==> config.mk <==
export PLATFORM = sky130hd
export DESIGN_NAME = tnn_result_framer
export DESIGN_NICKNAME = d
export VERILOG_FILES = /design/src/rtl/tnn_result_framer.sv
export SDC_FILE = /design/constraint.sdc
export NUM_CORES = 1
export LEC_CHECK = 0
export ABC_AREA = 0
export BUFFER_PORTS_ARGS = -buffer_cell sky130_fd_sc_hd__buf_2
export CAP_MARGIN = 20
export CORE_AREA = 2 2 411 413
export DETAILED_ROUTE_END_ITERATION = 12
export DIE_AREA = 0 0 413 415
export GPL_TIMING_DRIVEN = 0
export PLACE_DENSITY = 0.42
export SYNTH_ARGS = -nofsm -noshare
export SYNTH_HDL_FRONTEND = slang
export SYNTH_SLANG_ARGS = --single-unit
==> constraint.sdc <==
create_clock -name aclk -period 27.7 [get_ports aclk]
set_clock_uncertainty 0.2 [all_clocks]
set_input_delay 1.385 -clock aclk [delete_from_list [all_inputs] [get_ports aclk]]
set_output_delay 1.385 -clock aclk [all_outputs]
set_load 0.005 [all_outputs]
==> src/rtl/tnn_result_framer.sv <==
// Frames TNN result beats into fixed-length images for the DMA read side.
// Optional trailer beat (img_count, WORDS_PER_IMG) under TNN_FRAMER_TRAILER_EN.
module tnn_result_framer #(
    parameter int WORDS_PER_IMG = 16
) (
    input  logic         aclk,
    input  logic         areset,
    input  logic [511:0] in_bits,
    input  logic         in_vld,
    output logic         in_rdy,
    input  logic         img_buffered,
    output logic [511:0] out_bits,
    output logic         out_vld,
    output logic         out_last,
    input  logic         out_rdy,
    output logic [31:0]  img_count,
    output logic         busy
);

`ifdef TNN_FRAMER_TRAILER_EN
    typedef enum logic [1:0] {
        IDLE    = 2'd0,
        STREAM  = 2'd1,
        TRAILER = 2'd2
    } state_t;
`else
    typedef enum logic [1:0] {
        IDLE   = 2'd0,
        STREAM = 2'd1
    } state_t;
`endif

    localparam logic [9:0] WPI = 10'(WORDS_PER_IMG);

    state_t       state_q, state_d;
    logic [9:0]   cnt_q, cnt_d;
    logic [511:0] out_bits_q, out_bits_d;
    logic         out_vld_q, out_vld_d;
    logic         out_last_q, out_last_d;
    logic [31:0]  img_count_q, img_count_d;
    logic         out_free;
    logic         accept;

    // Output register can take a new beat when empty or draining this cycle
    assign out_free = !out_vld_q || out_rdy;
    assign in_rdy   = (state_q == STREAM) && out_free;
    assign accept   = in_vld && in_rdy;

    always_comb begin
        state_d     = state_q;
        cnt_d       = cnt_q;
        out_bits_d  = out_bits_q;
        out_vld_d   = out_vld_q;
        out_last_d  = out_last_q;
        img_count_d = img_count_q;
        if (out_vld_q && out_rdy) begin
            out_vld_d  = 1'b0;
            out_last_d = 1'b0;
            if (out_last_q) begin
                img_count_d = img_count_q + 32'd1;
            end
        end
        unique case (state_q)
            IDLE: begin
                if (img_buffered) begin
                    state_d = STREAM;
                end
            end
            STREAM: begin
                if (accept) begin
                    out_bits_d = in_bits;
                    out_vld_d  = 1'b1;
                    out_last_d = 1'b0;
                    if (cnt_q + 10'd1 == WPI) begin
                        cnt_d = 10'd0;
`ifdef TNN_FRAMER_TRAILER_EN
                        state_d = TRAILER;
`else
                        out_last_d = 1'b1;
                        state_d    = IDLE;
`endif
                    end else begin
                        cnt_d = cnt_q + 10'd1;
                    end
                end
            end
`ifdef TNN_FRAMER_TRAILER_EN
            TRAILER: begin
                // Frame count reported before this frame's increment
                if (out_free) begin
                    out_bits_d         = '0;
                    out_bits_d[31:0]   = img_count_q;
                    out_bits_d[41:32]  = WPI;
                    out_vld_d          = 1'b1;
                    out_last_d         = 1'b1;
                    state_d            = IDLE;
                end
            end
`endif
            default: state_d = IDLE;
        endcase
    end

    always_ff @(posedge aclk or posedge areset) begin
        if (areset) begin
            state_q     <= IDLE;
            cnt_q       <= '0;
            out_bits_q  <= '0;
            out_vld_q   <= 1'b0;
            out_last_q  <= 1'b0;
            img_count_q <= '0;
        end else begin
            state_q     <= state_d;
            cnt_q       <= cnt_d;
            out_bits_q  <= out_bits_d;
            out_vld_q   <= out_vld_d;
            out_last_q  <= out_last_d;
            img_count_q <= img_count_d;
        end
    end

    assign out_bits  = out_bits_q;
    assign out_vld   = out_vld_q;
    assign out_last  = out_last_q;
    assign img_count = img_count_q;
    assign busy      = (state_q != IDLE);

endmodule

==> impl_metrics.json, run 1 <==
{
  "overflow": 0,
  "cts_htree_levels": 3,
  "p_leak_uw": 0.0176,
  "use_met3_pct": 4.33,
  "drcViolationCount": 0,
  "relSlewSlack_pct": 32.8,
  "first_iter_violations": 1175,
  "cts_buffers": 73,
  "drv_cap": 0,
  "synth_warnings": 0,
  "clk-insertion-delay-late_ps": 670,
  "port_buffers": 1064,
  "grt_pass1_wl_um": 160000,
  "ir_drop_uv": 42.9,
  "use_met1_pct": 15.3,
  "cts_tree": "done",
  "cts.sinks": 557,
  "grt_util_all_layers_pct": 13.4,
  "fin_crit_sh_pct": 14.6,
  "viasPerCell": 3.50,
  "multi_input_area_mm2": 0.00671,
  "path_cells": "buf_2 -> nand2b_1 -> and3_1 -> buf_2 -> clkbuf_1 -> clkbuf_1 -> nand2_1 -> nand2_1",
  "detail-route-antenna-nets": 0,
  "worst_setup_path_start_kind": "primary input",
  "min_path_type": "reg -> reg",
  "setup_viol": 0,
  "cts_root_buf": "clkbuf_16",
  "r2r_cells": 7,
  "antenna_found_initial": 53,
  "layout_common_cells": "nand2_1 (1562), buf_2 (1077), dfrtp_1 (557)",
  "initial_core_util_pct": 12.7,
  "p_total_uw": 2790,
  "endpoint_kind": "register",
  "core_area_mm2": 0.167,
  "netlist_instances": 2355,
  "worstHoldPathCells": 2,
  "layout_setup_ws_ps": 23670,
  "synth.cell_area_mm2": 0.0211,
  "cp_data_required_time_ps": 28100,
  "syn_to_final_growth_pct": 50.9,
  "grt_max_degree": 117,
  "status": "completed",
  "rsz0062_at_grt": "no",
  "dr.pass1.iters": 5,
  "syn_avg_cell_area_um2": 8.97,
  "post-route-min-period_ps": 4030,
  "busiest_layer": "met2",
  "synth_fp_nets": 2874,
  "cpLargestDelayFamily": "buffers and inverters",
  "cts_hold_buf": 0,
  "fillerInstances": 19000,
  "cp_slowest_stage_delay_ps": 810,
  "cp_num_buf_inv": 4,
  "worstPathArrival_ps": 4430,
  "wire_per_inst_um": 20.5,
  "slowest_stage": "clkbuf_1",
  "cts.clk_slew.worst_paths_ps": 50,
  "die_height_um": 415,
  "dieArea_mm2": 0.171,
  "seq_area_mm2": 0.0139,
  "crit_fanout": 11,
  "clockBufferDepth": 3,
  "yosysSeqAreaShare_pct": 66.0,
  "cts_setup_buffers": 0,
  "first_global_vias": 20300,
  "dp_slack_ps": 22680,
  "via_count": 20200,
  "num_io_pins": 1065,
  "gp_congestion": 0.900,
  "drt_wl_total_um": 119000,
  "worstMarginPinSlew_ps": 1010,
  "fmax_ghz": 0.248,
  "drive_gt1_share_pct": 34.1,
  "finalMaxSlewViolations": 0,
  "layout_commonest_cell": "nand2_1",
  "fin_nets": 4020,
  "path_class": "in -> reg",
  "power.density_mw_per_mm2": 87.5,
  "ys_ff_latch": 557,
  "num_rows": 150,
  "yosysUniqueCellTypes": 34,
  "cts_repair_resize_count": 0,
  "final.setup.tns_ps": 0,
  "dp_hpwl_um": 96400,
  "use_met2_pct": 23.1,
  "die_w_um": 413,
  "finalHoldViolCount": 0,
  "cp_num_cells": 8
}
-- cell families after synthesis --
kind of cell | after synthesis | share of synthesized area, %
adders and majority gates | 2 | 0.118
muxes | 2 | 0.101
AOI/OAI and AO/OA | 10 | 0.302
xor gates and xnor gates | 40 | 1.66
and+or+nand+nor | 1626 | 29.6
buffers and inverters | 118 | 2.21
DFF | 557 | 66.0
-- registers in the layout, summed over array words and instances, names as in the netlist --
name / flops
out_vld: 1
out_bits: 512
state_q: 1
img_count: 32
out_last: 1
cnt_q: 10
-- where the power goes --
part	internal [uW]	switching [uW]
registers	1000	118
logic	247	429
clock network	580	410
total	1830	957
-- worst min-delay path, stage by stage, from the launching register on --
cell	delay [ps]
dfrtp_1	330
nand2_1	50
nand2_1	50
-- routing by layer --
metal | wire length [um] | up-vias
li1 | - | 9499
met1 | 46100 | 9702
met2 | 58900 | 788
met3 | 9510 | 191
met4 | 3940 | 44
met5 | 270 | -
-- per-stage QoR --
step	cell area [um2]	std cells	hold slack, ps	utilization, %
after floorplan	21100	2355	268	-
after global placement	29200	5623	254	17.5
after detailed placement	29400	5630	256	17.6
after CTS	31800	5759	271	19.1
after global routing	31800	5770	283	19.1
final	31900	5779	264	19.1
-- layout make-up --
cell class | instances | area share, %
Sequential cell | 557 | 43.7
Clock inverter | 28 | 0.974
Multi-Input combinational cell | 1680 | 21.1
Buffer | 117 | 1.46
Tap cell | 2204 | 8.65
Inverter | 1 | 0.0353
Antenna cell | 20 | 0.157
Timing Repair Buffer | 1071 | 17.3
Clock buffer | 101 | 6.63
-- Yosys cell counts (all sizes together) --
master / n / area share, %
and2: 2 / 0.059
or3b: 1 / 0.041
and4: 4 / 0.17
buf: 17 / 0.41
nor2: 8 / 0.14
or4b: 1 / 0.047
clkbuf: 100 / 1.8
o211ai: 1 / 0.059
nor3: 5 / 0.12
dfrtp: 557 / 66
xor2: 11 / 0.46
nand2b: 2 / 0.059
or3: 1 / 0.030
ha: 2 / 0.12
or4: 1 / 0.036
or2: 1 / 0.030
a21oi: 3 / 0.071
nor3b: 1 / 0.059
and3: 12 / 0.38
inv: 1 / 0.018
mux2i: 1 / 0.047
mux2: 1 / 0.053
a21o: 1 / 0.036
nand3: 16 / 0.38
nand4b: 1 / 0.041
a32oi: 1 / 0.041
o21ai: 4 / 0.095
nand2: 1562 / 28
nand4: 8 / 0.24
xnor2: 29 / 1.2
-- final timing paths --
check,start,end,slack (ps)
max,out_rdy,out_bits[375],23670
min,out_bits[427],out_bits[427],260
max reg2reg,out_vld,out_bits[375],24050
min reg2reg,out_bits[427],out_bits[427],260
max in group asynchronous,areset,out_bits[330],25190
min in group asynchronous,areset,out_bits[40],510
(Power assumes the default switching activity.)
==> run 2, diff against run 1 <==
ABC_AREA = 1   (was 0)
CORE_AREA = 2 2 415 417   (was 2 2 411 413)
DIE_AREA = 0 0 417 419   (was 0 0 413 415)
PLACE_DENSITY = 0.41   (was 0.42)
clock period = 3.9 ns   (was 27.7 ns; I/O delays follow)
==> run 2 against run 1 <==
Non-clock buffer count increased by 765; sequential power increased to 6.4 times the previous value; largest power group unchanged; highest routed layer unchanged; utilization increased by 4.3 points; hold slack got worse by 200 ps; final cell count increased by 15%; largest cell class unchanged; synthesized cell count increased by 3.9%; final area increased by 25%; critical path depth increased by 3.
==> impl_metrics.json, run 2 <==
{
  "cp_slowest_stage_delay_ps": 580,
  "via_count": 23700,
  "cts_tree": "done",
  "fin_cells": 6652,
  "cts_setup_buffers": 0,
  "placed_cells": 5762,
  "power.switching_uw": 5450,
  "r2r_cells": 8,
  "synth_fp_nets": 2965,
  "async_reset_ff_share_pct": 100,
  "syn_avg_cell_area_um2": 8.78,
  "cts_root_buf": "clkbuf_16",
  "worstMarginPinSlew_ps": 952,
  "p_leak_uw": 0.0212,
  "cts_htree_levels": 3,
  "crit_fanout": 37,
  "seq_area_mm2": 0.0139,
  "die_height_um": 419,
  "finalHoldViolCount": 0,
  "dieArea_mm2": 0.175,
  "cts_buffers": 75,
  "final_area_mm2": 0.0399,
  "dr_wl_met2_um": 58800,
  "multi_input_area_mm2": 0.00679,
  "dpl_cell_area_mm2": 0.0300,
  "first_iter_violations": 1420,
  "ys_ff_latch": 557,
  "cts.sinks": 557,
  "drt_wl_total_um": 119000,
  "rsz0062_at_grt": "no",
  "worst_setup_path_start_kind": "primary input",
  "yosysUniqueCellTypes": 24,
  "min_path_type": "in -> reg",
  "antenna_found_initial": 15,
  "synth-main-ff-cell": "dfrtp_1",
  "core_area_mm2": 0.171,
  "layout_common_cells": "nand2_1 (1613), buf_2 (1094), dlygate4sd3_1 (754)",
  "overflow": 0,
  "yosysSeqAreaShare_pct": 64.9,
  "num_rows": 152,
  "clockPowerShare_pct": 39.0,
  "synth.cell_area_mm2": 0.0215,
  "grt_pass1_wl_um": 168000,
  "first_global_vias": 24300,
  "wire_per_inst_um": 17.9,
  "syn_to_final_growth_pct": 85.9,
  "relSlewSlack_pct": 36.5,
  "layout_commonest_cell": "nand2_1",
  "clockBufferDepth": 3,
  "finalMaxSlewViolations": 0,
  "wl_met3_um": 10300,
  "p_comb_share_pct": 21.0,
  "synth_mux_area_share_pct": 0,
  "ys_top_cells_by_count": "nand2_1 (1613), dfrtp_1 (557), clkbuf_1 (53)",
  "cts_repair_resize_count": 0,
  "seqPwrFrac_pct": 40.0,
  "power.density_mw_per_mm2": 445,
  "final_util_pct": 23.4,
  "yosys.cell_count.top_type": "nand2_1",
  "critPathMostFrequentCell": "buf_12",
  "status": "completed",
  "fillerInstances": 18700,
  "ir_drop_uv": 277,
  "endpoint_kind": "asynchronous set/reset pin",
  "drive_gt1_share_pct": 28.7,
  "synth_fa_ha_area_share_pct": 0.117,
  "netlist_instances": 2446,
  "dp_hpwl_um": 91200,
  "post-route-min-period_ps": 3240,
  "path_class": "in -> async",
  "drt-met1-wl_um": 46200,
  "worstPathArrival_ps": 3900,
  "p_int_uw": 12300,
  "synth_top_family_by_area": "simple AND/OR/NAND/NOR gates",
  "yosys.area.top_type_share_pct": 64.9,
  "slowest_stage": "dlygate4sd3_1",
  "gp_congestion": 0.924,
  "synth_area_leaders": "dfrtp_1 (65%), nand2_1 (28%), buf_4 (1.0%)",
  "clk-insertion-delay-late_ps": 670,
  "top_layer": "met5",
  "fmax_ghz": 0.309,
  "setup_viol": 0,
  "grt_max_degree": 39,
  "port_buffers": 1064,
  "initial_core_util_pct": 12.6,
  "drcViolationCount": 0,
  "grt_util_all_layers_pct": 13.2,
  "viasPerCell": 3.56,
  "synth_top_area_cell": "dfrtp_1",
  "swShare_pct": 30.7,
  "drv_cap": 0,
  "path_cells": "dlygate4sd3_1 -> buf_2 -> dlygate4sd3_1 -> clkinvlp_4 -> buf_12 -> buf_12 -> buf_12 -> buf_12 -> buf_12 -> buf_12 -> buf_12",
  "synth-edff-count": 0,
  "detail-route-antenna-nets": 0,
  "cts.clk_slew.worst_paths_ps": 60,
  "synth_compound_area_share_pct": 0.332,
  "dr.pass1.iters": 7,
  "synth-xor-area-share_pct": 1.26,
  "synth_warnings": 0,
  "num_io_pins": 1065,
  "cp_data_required_time_ps": 4560,
  "largest_reg_flops": 512,
  "fin_nets": 4879,
  "yosys.area_share.simple_pct": 29.9,
  "fin_crit_sh_pct": 83.0,
  "die_w_um": 417,
  "worstHoldPathCells": 4
}
## run 2: power by group through the flow
stage	Combinational, uW	Sequential [uW]	Clock, uW
5_1_grt	4130	7210	7440
3_5_place_dp	3170	7180	0
4_1_cts	3800	7110	7200
3_3_place_gp	3120	7200	0
6_report	3730	7120	6930
2_1_floorplan	1120	7190	0
## run 2: cell type report
cell class | instances | share of cell area, %
clock buffers | 105 | 5.28
diodes | 5 | 0.0313
flip-flops and latches | 557 | 34.9
plain buffers | 116 | 1.54
well taps | 2233 | 7.00
repair buffers | 1837 | 33.2
inverters | 37 | 0.357
clock inverters | 26 | 0.702
multi-input cells | 1736 | 17.0
## run 2: per-layer routing
| layer | GRT usage [%] | vias up |
|---|---|---|
| met4 | 4.73 | 4 |
| li1 | - | 11200 |
| met5 | 0 | - |
| met3 | 4.61 | 191 |
| met1 | 15.2 | 11500 |
| met2 | 22.5 | 814 |
## run 2: metrics by stage
step / hold WS, ps / TNS (ps) / setup WS (ps) / total power, uW
6_report: 67.2 / 0 / 663 / 17800
5_1_grt: 13.2 / 0 / 364 / 18800
4_1_cts: 0.322 / 0 / 517 / 18100
3_5_place_dp: 180 / 0 / 536 / 10400
3_3_place_gp: 190 / -4929630 / -9060 / 10300
2_1_floorplan: 91.4 / -2270760 / -4080 / 8320
## run 2: worst max-delay path: cells and delay by family
kind                   cells  cell delay [ps]
buffers and inverters     11             3550
## run 2: worst paths after layout
path                               start       endpoint  slack, ps
min in group asynchronous         areset  out_bits[245]        600
max in group aclk                out_vld    out_bits[5]        900
max                               areset  out_bits[318]        660
min reg2reg                out_bits[205]  out_bits[205]        270
max reg2reg                      out_vld    out_bits[5]        900
min                         in_bits[378]  out_bits[378]         70
## run 2: cells by family after synthesis
group	count (synthesis)
flops	557
xor+xnor	31
simple gates	1690
compound gates	13
fa+ha+maj	2
buf+inv	153
## run 2: repair_timing
item	CTS	global route
hold buffers	754	0
setup endpoints to repair	0	0
hold endpoints to repair	624	0
==> run 3, diff against run 2 <==
CORE_AREA = 2 2 412 414   (was 2 2 415 417)
DIE_AREA = 0 0 414 416   (was 0 0 417 419)
PLACE_DENSITY = 0.43   (was 0.41)
clock period = 2.83 ns   (was 3.9 ns; I/O delays follow)
==> run 3 against run 2 <==
Total power rose by 43%; sequential share of layout area fell by 1.4 points; register-to-register slack got worse by 760 ps; wire length rose by 11%; sequential power rose by 38%; setup slack got worse by 520 ps; final area rose by 4.2%; flip-flop and latch count did not move; clock-buffer cell count fell by 1; combinational power rose by 50%; largest cell class is now non-clock buffers.
==> impl_metrics.json, run 3 (synthesis results as in run 2) <==
{
  "detail-route-antenna-nets": 0,
  "layout_commonest_cell": "nand2_1",
  "cts.clk_slew.worst_paths_ps": 60,
  "relSlewSlack_pct": 45.8,
  "layout_common_cells": "nand2_1 (1613), buf_2 (1094), dlygate4sd3_1 (904)",
  "finalHoldViolCount": 0,
  "dieArea_mm2": 0.172,
  "status": "completed",
  "rsz0062_at_grt": "no",
  "drv_cap": 0,
  "first_iter_violations": 1498,
  "final.setup.tns_ps": 0,
  "overflow": 0,
  "ir_drop_uv": 402,
  "worstHoldPathCells": 4,
  "num_rows": 151,
  "cts_buffers": 74,
  "grt_pass1_wl_um": 187000,
  "die_height_um": 416,
  "cts_root_buf": "clkbuf_16",
  "path_class": "reg -> reg",
  "final_area_mm2": 0.0416,
  "via_count": 24500,
  "port_buffers": 1064,
  "finalMaxSlewViolations": 0,
  "use_met2_pct": 25.3,
  "min_path_type": "in -> reg",
  "core_area_mm2": 0.168,
  "grt_util_all_layers_pct": 15.0,
  "syn_to_final_growth_pct": 93.7,
  "wire_per_inst_um": 19.5,
  "cts_tree": "done",
  "post-route-min-period_ps": 2690,
  "use_met3_pct": 3.32,
  "drt_wl_total_um": 132000,
  "first_global_vias": 25300,
  "cts_htree_levels": 3,
  "r2r-end": "out_bits[192]",
  "reg2reg_slack_ps": 140,
  "worst_setup_path_start_kind": "register",
  "cts.sinks": 557,
  "crit_fanout": 10,
  "dr.pass1.iters": 5,
  "fillerInstances": 18400,
  "dpl_cell_area_mm2": 0.0300,
  "holdPathEnd": "out_bits[148]",
  "cp_data_required_time_ps": 3220,
  "setup_viol": 0,
  "busiest_layer": "met2",
  "endpoint_kind": "register",
  "use_met1_pct": 18.3,
  "initial_core_util_pct": 12.8,
  "antenna_found_initial": 17,
  "grt_max_degree": 40,
  "clockBufferDepth": 3,
  "timing.rr.start": "out_vld",
  "largest_reg_flops": 512,
  "worstMarginPinSlew_ps": 813,
  "r2r_cells": 8,
  "hp-start": "in_bits[148]",
  "fmax_ghz": 0.372,
  "power.density_mw_per_mm2": 609,
  "gp_congestion": 0.895,
  "fin_nets": 5029,
  "dp_hpwl_um": 104000,
  "clk-insertion-delay-late_ps": 660,
  "num_io_pins": 1065,
  "viasPerCell": 3.61,
  "worstPathArrival_ps": 3080,
  "drcViolationCount": 0,
  "die_w_um": 414,
  "drive_gt1_share_pct": 28.1,
  "fin_crit_sh_pct": 94.9,
  "p_leak_uw": 0.0219
}
## run 3: cell types whose count changed in the layout (fill, tap and decap cells not counted), sizes merged, moves of 2 or more
cell         delta
diode           +4
dlygate4sd3   +150
bufinv          +2
clkbuf          -3
buf             +3
## run 3: where the power goes
| group | switching (uW) | internal [uW] | total, uW | leakage [uW] |
|---|---|---|---|---|
| logic | 3090 | 2510 | 5590 | 0.0138 |
| clock network | 4070 | 5890 | 9960 | 0.00123 |
| registers | 708 | 9080 | 9790 | 0.00689 |
## run 3: final cells by class
| type | instances | area, um2 | area share (%) |
|---|---|---|---|
| Timing Repair Buffer | 1990 | 14800 | 35.6 |
| Sequential cell | 557 | 13900 | 33.5 |
| Multi-Input combinational cell | 1736 | 6810 | 16.4 |
| Tap cell | 2218 | 2780 | 6.67 |
| Clock buffer | 104 | 2160 | 5.18 |
| Buffer | 114 | 622 | 1.49 |
| Clock inverter | 27 | 345 | 0.830 |
| Inverter | 37 | 143 | 0.343 |
| Antenna cell | 9 | 22.5 | 0.0541 |
## run 3: how the worst max path moves through the flow
stage / depth (start not counted) / to / slack, ps / startpoint
after floorplan: 1 / cnt_q[0] / -5090 / areset
after global placement: 2 / out_bits[324] / -10030 / areset
after detailed placement: 6 / out_bits[273] / -520 / out_vld
after CTS: 6 / out_bits[431] / 10 / out_vld
after global routing: 8 / out_bits[200] / 10 / out_vld
final: 8 / out_bits[192] / 140 / out_vld
## run 3: worst max-delay path, stage by stage, from the launching register on
cell and delay (ps):
dfrtp_1 500, a21oi_4 330, nand2_8 180, inv_2 160, buf_6 260, buf_2 280, nand2_1 70, nand2_1 70
dlygate4sd3_1 560
## run 3: timing repair
item,in CTS,in global routing
hold endpoints to repair,698,0
gates resized for setup,11,4
setup buffers,0,2
setup endpoints to repair,385,56
hold buffers,904,0
gates cloned,0,0
## run 3: metal layers
layer	vias to the layer above	routed length, um
met5	-	47
met4	8	5810
met3	217	7780
met2	871	64000
met1	11900	54800
li1	11600	-
## run 3: metrics by stage
stage / setup slack, ps / power [uW] / instances / util, % / hold slack (ps)
2_1_floorplan: -5090 / 11500 / 2446 / - / 37.9
3_3_place_gp: -10030 / 14500 / 5728 / 17.6 / 137
3_5_place_dp: -520 / 14500 / 5748 / 17.8 / -10.0
4_1_cts: 12.6 / 25800 / 6782 / 24.7 / 0.179
5_1_grt: 14.6 / 26600 / 6790 / 24.7 / 29.5
6_report: 145 / 25300 / 6792 / 24.7 / 62.3
